$ cat src/rtl/ssf_blackbox.sv
// Streaming scalar iterative soft-threshold denoiser.
// Pulls a sample, runs ITER shrinkage steps, pushes the estimate.
module ssf_blackbox #(
  parameter int ITER   = 4,
  parameter int MU_SH  = 1,
  parameter int LAMBDA = 8
) (
  input  logic               clk,
  input  logic signed [31:0] in,
  output logic signed [31:0] io_out,
  output logic [1:0]         req_in,
  output logic [1:0]         out_en,
  input  logic               rst_n
);

  localparam int KW = (ITER > 1) ? $clog2(ITER) : 1;
  localparam logic [KW-1:0] K_LAST = KW'(ITER - 1);
  localparam logic signed [33:0] LAM  = 34'(LAMBDA);
  localparam logic signed [33:0] SMAX = 34'sh0_7FFF_FFFF;
  localparam logic signed [33:0] SMIN = -34'sh0_8000_0000;

  typedef enum logic [1:0] {INIT, REQ, RUN, OUT} state_e;

  state_e             state_q, state_d;
  logic signed [31:0] x_q, x_d;
  logic signed [31:0] y_q, y_d;
  logic signed [31:0] out_q, out_d;
  logic [KW-1:0]      k_q, k_d;

  logic signed [33:0] xe, ye, df, v, s;
  logic signed [31:0] x_nxt;

  // One shrinkage step in 34-bit arithmetic, saturated back to 32 bits
  always_comb begin
    xe = {{2{x_q[31]}}, x_q};
    ye = {{2{y_q[31]}}, y_q};
    df = ye - xe;
    v  = xe + (df >>> MU_SH);
    s  = '0;
    if (v > LAM)
      s = v - LAM;
    else if (v < -LAM)
      s = v + LAM;
    if (s > SMAX)
      x_nxt = 32'sh7FFF_FFFF;
    else if (s < SMIN)
      x_nxt = -32'sh7FFF_FFFF - 32'sd1;
    else
      x_nxt = s[31:0];
  end

  always_comb begin
    state_d = state_q;
    x_d     = x_q;
    y_d     = y_q;
    k_d     = k_q;
    out_d   = out_q;
    unique case (state_q)
      INIT: state_d = REQ;
      REQ: begin
        y_d     = in;
        x_d     = '0;
        k_d     = '0;
        state_d = RUN;
      end
      RUN: begin
        x_d = x_nxt;
        k_d = k_q + KW'(1);
        if (k_q == K_LAST) begin
          out_d   = x_nxt;
          state_d = OUT;
        end
      end
      OUT: state_d = REQ;
      default: state_d = INIT;
    endcase
  end

  always_ff @(posedge clk) begin
    if (!rst_n) begin
      state_q <= INIT;
      x_q     <= '0;
      y_q     <= '0;
      k_q     <= '0;
      out_q   <= '0;
    end else begin
      state_q <= state_d;
      x_q     <= x_d;
      y_q     <= y_d;
      k_q     <= k_d;
      out_q   <= out_d;
    end
  end

  assign io_out = out_q;
  assign req_in = {1'b0, state_q == REQ};
  assign out_en = {1'b0, state_q == OUT};

endmodule

$ cat config.mk
export PLATFORM = sky130hd
export DESIGN_NAME = ssf_blackbox
export DESIGN_NICKNAME = d
export VERILOG_FILES = /design/src/rtl/ssf_blackbox.sv
export SDC_FILE = /design/constraint.sdc
export NUM_CORES = 1
export LEC_CHECK = 0
export ABC_AREA = 1
export CAP_MARGIN = 30
export CORE_MARGIN = 8
export CORE_UTILIZATION = 30
export CTS_BUF_LIST = sky130_fd_sc_hd__clkbuf_2
export CTS_CLUSTER_SIZE = 14
export DETAILED_ROUTE_END_ITERATION = 12
export GPL_ROUTABILITY_DRIVEN = 0
export HOLD_SLACK_MARGIN = 0.08
export SLEW_MARGIN = 30
export SYNTH_ARGS = -nofsm -noshare
export SYNTH_HDL_FRONTEND = slang
export SYNTH_SLANG_ARGS = --single-unit
$ cat constraint.sdc
create_clock -name clk -period 5 [get_ports clk]
set_input_delay 1.5 -clock clk [delete_from_list [all_inputs] [get_ports clk]]
set_output_delay 1.5 -clock clk [all_outputs]
set_load 0.02 [all_outputs]
==> flow_summary.yaml, run 1 <==
outcome:
  run_status: "complete, but fails checks"
  violations: "setup timing"
routing:
  remaining_drc_errors: 0
  drt-wirelength-per-cell_um: 14.54
  ant_nets: 0
  drt_iter0_markers: 629
  routed_via_density: 4.755
  first_pass_iters: 7
  vias: 12450
  routed_wl_um: 38090
global_route:
  grt_busiest_layer: "met2"
  grt_max_degree: 58
  grt_pass1_wl_um: 61360
  antenna_found_initial: 1
  grt-ovfl-total: 0
  grt_pass1_vias: 12170
  use_met1_pct: 23.00
  gr-usage-all-layers_pct: 18.26
  use_met3_pct: 1.633
  grt_use_met2_pct: 31.54
synthesis:
  avgSynthCellArea_um2: 5.619
  synth_edf_count: 0
  ys_seq_elements: 100
  synth.most_common_cell: "nand2_1"
  synthFlopType: "dfxtp_1"
  synthCells: 1853
  yosysUniqueCellTypes: 47
  synth_top_area_cell: "nand2_1"
  synth_async_sr_flop_share_pct: 0
  synthTopCellsByCount: "nand2_1, inv_1, nor2_1"
  synth_top_area_share_pct: 21.20
  yosysWarnings: 0
  synth_area_leaders: "nand2_1, dfxtp_1, inv_1"
  synth_seq_area_share_pct: 19.23
  syn-cell-area_mm2: 0.01041
timing:
  worst_pin_slew_ns: 0.7264
  finalHoldViolCount: 0
  hold-worst-slack_ns: 0.4827
  setup-tns-final_ns: -12.78
  maxSlewHeadroom_pct: 51.46
  timing.final.crit_share_pct: 105.8
  timing.fmax_mhz: 189.1
  fin_ws_ns: -0.2879
  skew_ns: 0.05440
  setup_viol: 62
  period_minus_slack_ns: 5.288
  rsz0062_at_grt: "true"
  slew_violations: 0
worst_setup_path:
  worstRegToRegCells: 36
  r2r-end: "x_q[1]$_SDFFE_PN0P_"
  cp.buffers_inverters: 4
  critPathTopFamily: "simple AND/OR/NAND/NOR gates"
  endpoint_kind: "register"
  crit_path_end: "x_q[1]$_SDFFE_PN0P_"
  worst_path_max_delay_cell: "dfxtp_2"
  cp_num_cells: 36
  critPathRequiredTime_ns: 5.67
  startpoint_type: "register"
  reg2reg_slack_ns: -0.29
  cpMostUsedCell: "nand2_2"
  crit_fanout: 7
  arrival_ns: 5.95
  r2r-start: "x_q[2]$_SDFFE_PN0P_"
  cp-startpoint: "x_q[2]$_SDFFE_PN0P_"
  cpPeakStageDelay_ns: 0.41
  critPathKind: "register to register"
cts:
  cts_num_sinks: 100
  clk_root_buffer_cell: "clkbuf_2"
  cts_tree: "built"
  insertion_delay_ns: 0.72
  cts.clk_slew.worst_paths_ns: 0.33
  htreeDepth: 3
  cts_buffers: 9
  clock_path_buffers: 2
  cts_hold_buf: 0
place:
  dp_hpwl_um: 30690
  place.port_buffers: 67
floorplan:
  die_w_um: 202.3
  rows: 68
  die_h_um: 202.3
  core_mm2: 0.03437
  initial_utilization_pct: 30.29
  dieArea_mm2: 0.04093
  pin_count: 70
finish:
  nets: 2263
  final_layout_size_suffix_gt1_share_pct: 28.74
  area_delta_synth_final_pct: 42.78
hold_path:
  min-delay-start: "k_q[1]$_SDFFE_PN0P_"
  worstHoldPathType: "register to register"
run:
  drv_cap: 0
-- layout make-up --
| class | count | area (µm²) |
|---|---|---|
| timing repair buffer | 333 | 2784 |
| inverter | 293 | 1102 |
| multi-input combinational | 1419 | 8259 |
| clock buffer | 9 | 45.04 |
| tap | 455 | 569.3 |
| fill | 3651 | 19510 |
| sequential | 100 | 2017 |
| antenna | 3 | 7.507 |
| clock inverter | 7 | 82.58 |
-- kinds of logic after synthesis --
kind of cell / Yosys count / share of synthesized area, %
adder cells (fa/ha/maj): 73 / 8.916
buffers and inverters: 336 / 12.52
other: 1 / 0.03601
AO/OA/AOI/OAI: 237 / 12.16
XOR/XNOR: 59 / 4.963
AND/OR/NAND/NOR: 1047 / 42.18
flip-flops: 100 / 19.23
-- worst min path at each step --
| stage | endpoint | cells past startpoint |
|---|---|---|
| floorplan | k_q[1]$_SDFFE_PN0P_ | 2 |
| finish | k_q[1]$_SDFFE_PN0P_ | 2 |
| detailed placement | k_q[1]$_SDFFE_PN0P_ | 2 |
| CTS | k_q[1]$_SDFFE_PN0P_ | 2 |
| global placement | k_q[1]$_SDFFE_PN0P_ | 2 |
| global route | k_q[1]$_SDFFE_PN0P_ | 2 |
-- per-stage QoR --
| step | std cells | instance area (µm²) | setup slack, ns | util (%) |
|---|---|---|---|---|
| final | 2619 | 14870 | -0.2879 | 43.25 |
| after global routing | 2617 | 14860 | -0.6602 | 43.24 |
| after CTS | 2607 | 14110 | -0.2582 | 41.06 |
| after detailed placement | 2568 | 13260 | -0.9921 | 38.57 |
| after global placement | 2568 | 13250 | -0.9087 | 38.56 |
| after floorplan | 1854 | 10430 | 0.01225 | - |
-- layer usage --
| metal | wire, µm | up-vias |
|---|---|---|
| met4 | 1326 | 0 |
| met3 | 1325 | 72 |
| met1 | 17120 | 5706 |
| li1 | - | 6414 |
| met2 | 18320 | 261 |
| met5 | 0 | - |
-- repair_timing --
item / 4_1_cts / 5_1_grt
cloned: 2 / 1
setup buffers: 22 / 11
pin swaps: 38 / 84
setup endpoints to repair: 64 / 64
gates resized for setup: 160 / 189
-- cells in the final DEF, fill, tap and decap left out, types with 3 or more instances in the layout --
| master | count |
|---|---|
| xor2_1 | 48 |
| dfxtp_2 | 9 |
| o21ai_1 | 26 |
| clkbuf_2 | 9 |
| nor4_1 | 6 |
| o21ai_2 | 22 |
| ha_1 | 62 |
| nand3b_1 | 6 |
| nand2_2 | 89 |
| o21a_1 | 4 |
| nor2_2 | 44 |
| inv_6 | 3 |
| inv_1 | 256 |
| nand2_4 | 51 |
| clkdlybuf4s50_1 | 67 |
| ha_4 | 7 |
| diode_2 | 3 |
| o21ai_0 | 63 |
| a21oi_1 | 62 |
| o22ai_1 | 6 |
| nor3_2 | 3 |
| xnor2_1 | 10 |
| clkinv_1 | 3 |
| nand2_1 | 473 |
| buf_6 | 7 |
| nor3_4 | 3 |
| nand4_1 | 20 |
| a21oi_2 | 29 |
| nand3_2 | 9 |
| nand3_1 | 95 |
| nor2_4 | 21 |
| buf_12 | 3 |
| nor3_1 | 11 |
| nor2_1 | 211 |
| inv_2 | 33 |
| a21boi_2 | 4 |
| buf_4 | 252 |
| dfxtp_1 | 90 |
-- tightest hold or removal path, stage by stage, from the launching register on --
cell and delay (ns):
dfxtp_1 0.38, nand2_1 0.05, a21oi_1 0.05
-- sequential cells by signal, indices dropped and copies added (netlist names) --
name,count
io_out,32
k_q,2
state_q,2
x_q,32
y_q,32
Power of run 1 is left out: the tool's default activity adds up to more than one toggle a clock period on the data nets, which glitch-free logic cannot reach.
==> inputs of run 2 (changes only) <==
--- a/config.mk
+++ b/config.mk
@@ -13,6 +13,7 @@
 export CTS_CLUSTER_SIZE = 14
 export DETAILED_ROUTE_END_ITERATION = 12
 export GPL_ROUTABILITY_DRIVEN = 0
+export GPL_TIMING_DRIVEN = 0
 export HOLD_SLACK_MARGIN = 0.08
 export SLEW_MARGIN = 30
 export SYNTH_ARGS = -nofsm -noshare
==> run 2 against run 1 <==
  * The flow still finishes with violations (setup timing)
  * Flip-flop and latch count unchanged
  * Sequential share of layout area up 0.59 points
  * Critical path depth up 2
  * Die area unchanged
  * Via count down 2.2%
  * Wire length up 0.49%
  * Utilization down 1.9 points
  * Largest cell class unchanged
==> flow_summary.yaml, run 2 (same netlist as run 1, synthesis figures left out) <==
cts:
  insertion_delay_ns: 0.69
  clk_root_buffer_cell: "clkbuf_2"
  clock_path_buffers: 2
  cts.clk_slew.worst_paths_ns: 0.32
  cts_num_sinks: 100
  cts_hold_buf: 0
  cts_buffers: 9
  htreeDepth: 3
  cts_tree: "built"
timing:
  fin_ws_ns: -0.2667
  rsz0062_at_grt: "true"
  worst_pin_slew_ns: 0.9523
  skew_ns: 0.04836
  period_minus_slack_ns: 5.267
  setup_viol: 63
  finalHoldViolCount: 0
  slew_violations: 0
  setup-tns-final_ns: -13.53
  maxSlewHeadroom_pct: 36.51
  timing.fmax_mhz: 189.9
  timing.final.crit_share_pct: 105.3
floorplan:
  rows: 68
  initial_utilization_pct: 30.29
  pin_count: 70
  die_h_um: 202.3
  die_w_um: 202.3
  dieArea_mm2: 0.04093
  core_mm2: 0.03437
global_route:
  grt-ovfl-total: 0
  grt_max_degree: 18
  use_met1_pct: 21.33
  grt_pass1_vias: 11470
  grt_use_met2_pct: 29.79
  grt_pass1_wl_um: 58230
  grt_busiest_layer: "met2"
  use_met3_pct: 1.953
  antenna_found_initial: 1
  gr-usage-all-layers_pct: 17.56
routing:
  remaining_drc_errors: 0
  first_pass_iters: 7
  routed_via_density: 4.928
  ant_nets: 0
  routed_wl_um: 38280
  drt-wirelength-per-cell_um: 15.49
  vias: 12180
  drt_iter0_markers: 752
outcome:
  run_status: "complete, but fails checks"
  violations: "setup timing"
worst_setup_path:
  worst_path_max_delay_cell: "dfxtp_4"
  startpoint_type: "register"
  critPathKind: "register to register"
  reg2reg_slack_ns: -0.27
  arrival_ns: 5.85
  worstRegToRegCells: 38
  cp.buffers_inverters: 6
  critPathRequiredTime_ns: 5.58
  cpPeakStageDelay_ns: 0.46
  crit_fanout: 7
  r2r-end: "x_q[9]$_SDFFE_PN0P_"
  critPathTopFamily: "simple AND/OR/NAND/NOR gates"
  cp_num_cells: 38
  r2r-start: "x_q[1]$_SDFFE_PN0P_"
  cpMostUsedCell: "nand2_2"
  endpoint_kind: "register"
  cp-startpoint: "x_q[1]$_SDFFE_PN0P_"
  crit_path_end: "x_q[9]$_SDFFE_PN0P_"
finish:
  num-fill-cells: 3635
  final_common_cell: "nand2_1"
  nets: 2117
  layout_common_cells: "nand2_1, inv_1, nor2_1"
  final_layout_size_suffix_gt1_share_pct: 26.50
  fin_cells: 2471
  area_delta_synth_final_pct: 36.58
place:
  dp_cells: 2375
  place.port_buffers: 66
  dp_hpwl_um: 29880
hold_path:
  worstHoldPathType: "register to register"
run:
  drv_cap: 0
## run 2: timing repair
action | CTS | global route
setup buffers | 48 | 31
gates cloned | 2 | 2
gates resized for setup | 206 | 305
endpoints found under the hold margin | 0 | 0
setup endpoints to repair | 64 | 64
pin swaps | 57 | 129
## run 2: worst min-delay path: cells and delay by family, from the launching register on
| kind | cells | cell delay [ns] |
|---|---|---|
| compound gates | 1 | 0.06 |
| flops | 1 | 0.38 |
| simple gates | 1 | 0.06 |
## run 2: area by class of cell
class	count	area [µm²]	share of cell area, %
Antenna cell	1	2.502	0.01760
Inverter	293	1112	7.822
Tap cell	455	569.3	4.003
Buffer	43	266.5	1.874
Multi-Input combinational cell	1419	8835	62.12
Clock inverter	7	75.07	0.5279
Clock buffer	9	45.04	0.3167
Sequential cell	100	2013	14.16
Timing Repair Buffer	144	1303	9.159
## run 2: metrics by stage
| stage | hold WS (ns) | setup slack [ns] | cell area, µm² | util, % |
|---|---|---|---|---|
| global placement | 0.4489 | -1.669 | 11660 | 33.93 |
| detailed placement | 0.4619 | -1.686 | 11660 | 33.93 |
| global route | 0.5003 | -0.5918 | 14220 | 41.37 |
| CTS | 0.4910 | -0.3909 | 12830 | 37.34 |
| finish | 0.4929 | -0.2667 | 14220 | 41.37 |
| floorplan | 0.4400 | 0.01225 | 10430 | - |
## run 2: routing by layer
layer / part of all wire (%) / wire, µm
met4: 5.4 / 2061
met3: 4.2 / 1597
met5: 0 / 0
met1: 43 / 16450
met2: 47 / 18170
## run 2: worst min path at each step
stage                        start                   to  slack (ns)  cells after the start
4_1_cts        k_q[1]$_SDFFE_PN0P_  k_q[1]$_SDFFE_PN0P_        0.49                      2
3_5_place_dp   k_q[1]$_SDFFE_PN0P_  k_q[1]$_SDFFE_PN0P_        0.46                      2
6_report       k_q[1]$_SDFFE_PN0P_  k_q[1]$_SDFFE_PN0P_        0.49                      2
5_1_grt        k_q[1]$_SDFFE_PN0P_  k_q[1]$_SDFFE_PN0P_        0.50                      2
3_3_place_gp   k_q[1]$_SDFFE_PN0P_  k_q[1]$_SDFFE_PN0P_        0.45                      2
2_1_floorplan  k_q[1]$_SDFFE_PN0P_  k_q[1]$_SDFFE_PN0P_        0.44                      2
Power of run 2 is left out for the same reason.
==> inputs of run 3 (changes only) <==
--- a/config.mk
+++ b/config.mk
@@ -6,15 +6,15 @@
 export NUM_CORES = 1
 export LEC_CHECK = 0
 export ABC_AREA = 1
-export CAP_MARGIN = 30
 export CORE_MARGIN = 8
-export CORE_UTILIZATION = 30
+export CORE_UTILIZATION = 50
 export CTS_BUF_LIST = sky130_fd_sc_hd__clkbuf_2
 export CTS_CLUSTER_SIZE = 14
 export DETAILED_ROUTE_END_ITERATION = 12
 export GPL_ROUTABILITY_DRIVEN = 0
 export GPL_TIMING_DRIVEN = 0
 export HOLD_SLACK_MARGIN = 0.08
+export PLACE_DENSITY = 0.72
 export SLEW_MARGIN = 30
 export SYNTH_ARGS = -nofsm -noshare
 export SYNTH_HDL_FRONTEND = slang
==> run 3 against run 2 <==
  * The flow still finishes with violations (setup timing)
  * Wire length down 3.4%
  * Register-to-register slack worse by 0.19 ns
  * Count of clock-buffer cells in the layout unchanged
  * Non-clock buffer count up 13
  * Critical path depth up 3
  * Cell count down 7.0%
  * Clock skew down 0.0087 ns
  * Utilization up 27 points
  * Via count up 1.5%
  * First-iteration DRC count up 47%
  * Design area down 2.1%
  * Hold slack worse by 0.0063 ns
  * Critical path type unchanged
==> flow_summary.yaml, run 3 (same netlist as run 1, synthesis figures left out) <==
outcome:
  run_status: "complete, but fails checks"
  violations: "setup timing"
cts:
  cts_num_sinks: 100
  cts_tree: "built"
  htreeDepth: 3
  cts_buffers: 9
  cts.clk_slew.worst_paths_ns: 0.29
  cts_hold_buf: 0
  clk_root_buffer_cell: "clkbuf_2"
  clock_path_buffers: 2
  insertion_delay_ns: 0.65
routing:
  first_pass_iters: 6
  vias: 12360
  routed_via_density: 5.380
  ant_nets: 0
  routed_wl_um: 36990
  remaining_drc_errors: 0
  drt-wirelength-per-cell_um: 16.10
  drt_iter0_markers: 1103
timing:
  rsz0062_at_grt: "true"
  finalHoldViolCount: 0
  timing.fmax_mhz: 183.2
  maxSlewHeadroom_pct: 40.92
  setup-tns-final_ns: -25.54
  worst_pin_slew_ns: 0.8861
  skew_ns: 0.03967
  setup_viol: 64
  period_minus_slack_ns: 5.458
  timing.final.crit_share_pct: 109.2
  slew_violations: 0
  fin_ws_ns: -0.4575
global_route:
  grt-ovfl-total: 0
  grt_max_degree: 18
  grt_pass1_vias: 11160
  grt_pass1_wl_um: 56150
  gr-usage-all-layers_pct: 26.70
  antenna_found_initial: 2
finish:
  area_delta_synth_final_pct: 33.66
  final_layout_size_suffix_gt1_share_pct: 26.25
  layout_common_cells: "nand2_1, inv_1, nor2_1"
  multi_input_area_mm2: 0.008680
  seq_area_mm2: 0.002018
  final_common_cell: "nand2_1"
  num-fill-cells: 1770
  nets: 2129
worst_setup_path:
  endpoint_kind: "register"
  reg2reg_slack_ns: -0.46
  critPathRequiredTime_ns: 5.58
  startpoint_type: "register"
  worst_path_max_delay_cell: "dfxtp_2"
  worstRegToRegCells: 41
  arrival_ns: 6.04
  cpPeakStageDelay_ns: 0.39
  crit_fanout: 8
  cpMostUsedCell: "nand2_2"
  critPathKind: "register to register"
  r2r-start: "y_q[1]$_SDFFE_PN0P_"
  r2r-end: "x_q[7]$_SDFFE_PN0P_"
place:
  place.port_buffers: 66
  dp_hpwl_um: 27920
run:
  drv_cap: 0
floorplan:
  die_w_um: 160.3
  core_mm2: 0.02036
  initial_utilization_pct: 51.13
  die_h_um: 160.3
  dieArea_mm2: 0.02570
  rows: 52
  pin_count: 70
hold_path:
  min_to: "k_q[1]$_SDFFE_PN0P_"
  min-delay-start: "k_q[1]$_SDFFE_PN0P_"
  worstHoldPathType: "register to register"
  min_path_cells: 2
## run 3: how the worst max path moves through the flow
stage / from / to / slack (ns) / cells after the start
after CTS: x_q[3]$_SDFFE_PN0P_ / io_out[30]$_SDFFE_PN0P_ / -0.23 / 38
after global routing: y_q[1]$_SDFFE_PN0P_ / x_q[7]$_SDFFE_PN0P_ / -0.67 / 40
after floorplan: x_q[1]$_SDFFE_PN0P_ / x_q[5]$_SDFFE_PN0P_ / 0.01 / 40
after global placement: x_q[1]$_SDFFE_PN0P_ / io_out[13]$_SDFFE_PN0P_ / -1.42 / 41
final: y_q[1]$_SDFFE_PN0P_ / x_q[7]$_SDFFE_PN0P_ / -0.46 / 41
after detailed placement: x_q[1]$_SDFFE_PN0P_ / x_q[11]$_SDFFE_PN0P_ / -1.50 / 40
## run 3: layer usage
| layer | wire length [µm] | global-route usage, % | vias to the layer above |
|---|---|---|---|
| met4 | 1470 | 11.05 | 2 |
| met2 | 16730 | 42.87 | 525 |
| met5 | 10 | 0 | - |
| li1 | - | - | 6144 |
| met3 | 2613 | 3.400 | 116 |
| met1 | 16160 | 35.54 | 5577 |
## run 3: metrics by stage
stage                     std cells  instance area [µm²]  setup slack, ns  hold slack [ns]  utilization (%)
after floorplan                1854                10430          0.01225           0.4400                -
after global placement         2190                11430           -1.425           0.4478            56.14
after detailed placement       2190                11430           -1.496           0.4610            56.14
after CTS                      2270                12760          -0.2333           0.4900            62.68
after global routing           2298                13920          -0.6692           0.5065            68.34
final                          2298                13920          -0.4575           0.4866            68.34
## run 3: cell type report
cell class / count / area share, %
diodes: 1 / 0.01798
plain buffers: 43 / 1.924
clock buffers: 9 / 0.3237
clock inverters: 7 / 0.5394
inverters: 293 / 7.974
multi-input cells: 1418 / 62.37
flip-flops and latches: 100 / 14.50
well taps: 270 / 2.427
repair buffers: 157 / 9.925
## run 3: worst max-delay path, delay by kind of cell (launching register included)
| kind | cells | cell delay (ns) |
|---|---|---|
| buf+inv | 5 | 0.57 |
| compound gates | 10 | 1.51 |
| flops | 1 | 0.39 |
| simple gates | 24 | 2.34 |
| fa+ha+maj | 2 | 0.56 |
## run 3: repair_timing
item	in CTS	in global routing
buffers inserted	62	27
gates resized for setup	221	260
pin swaps	80	92
endpoints found under the setup margin	64	64
gates cloned	3	0
Power of run 3 is left out for the same reason.
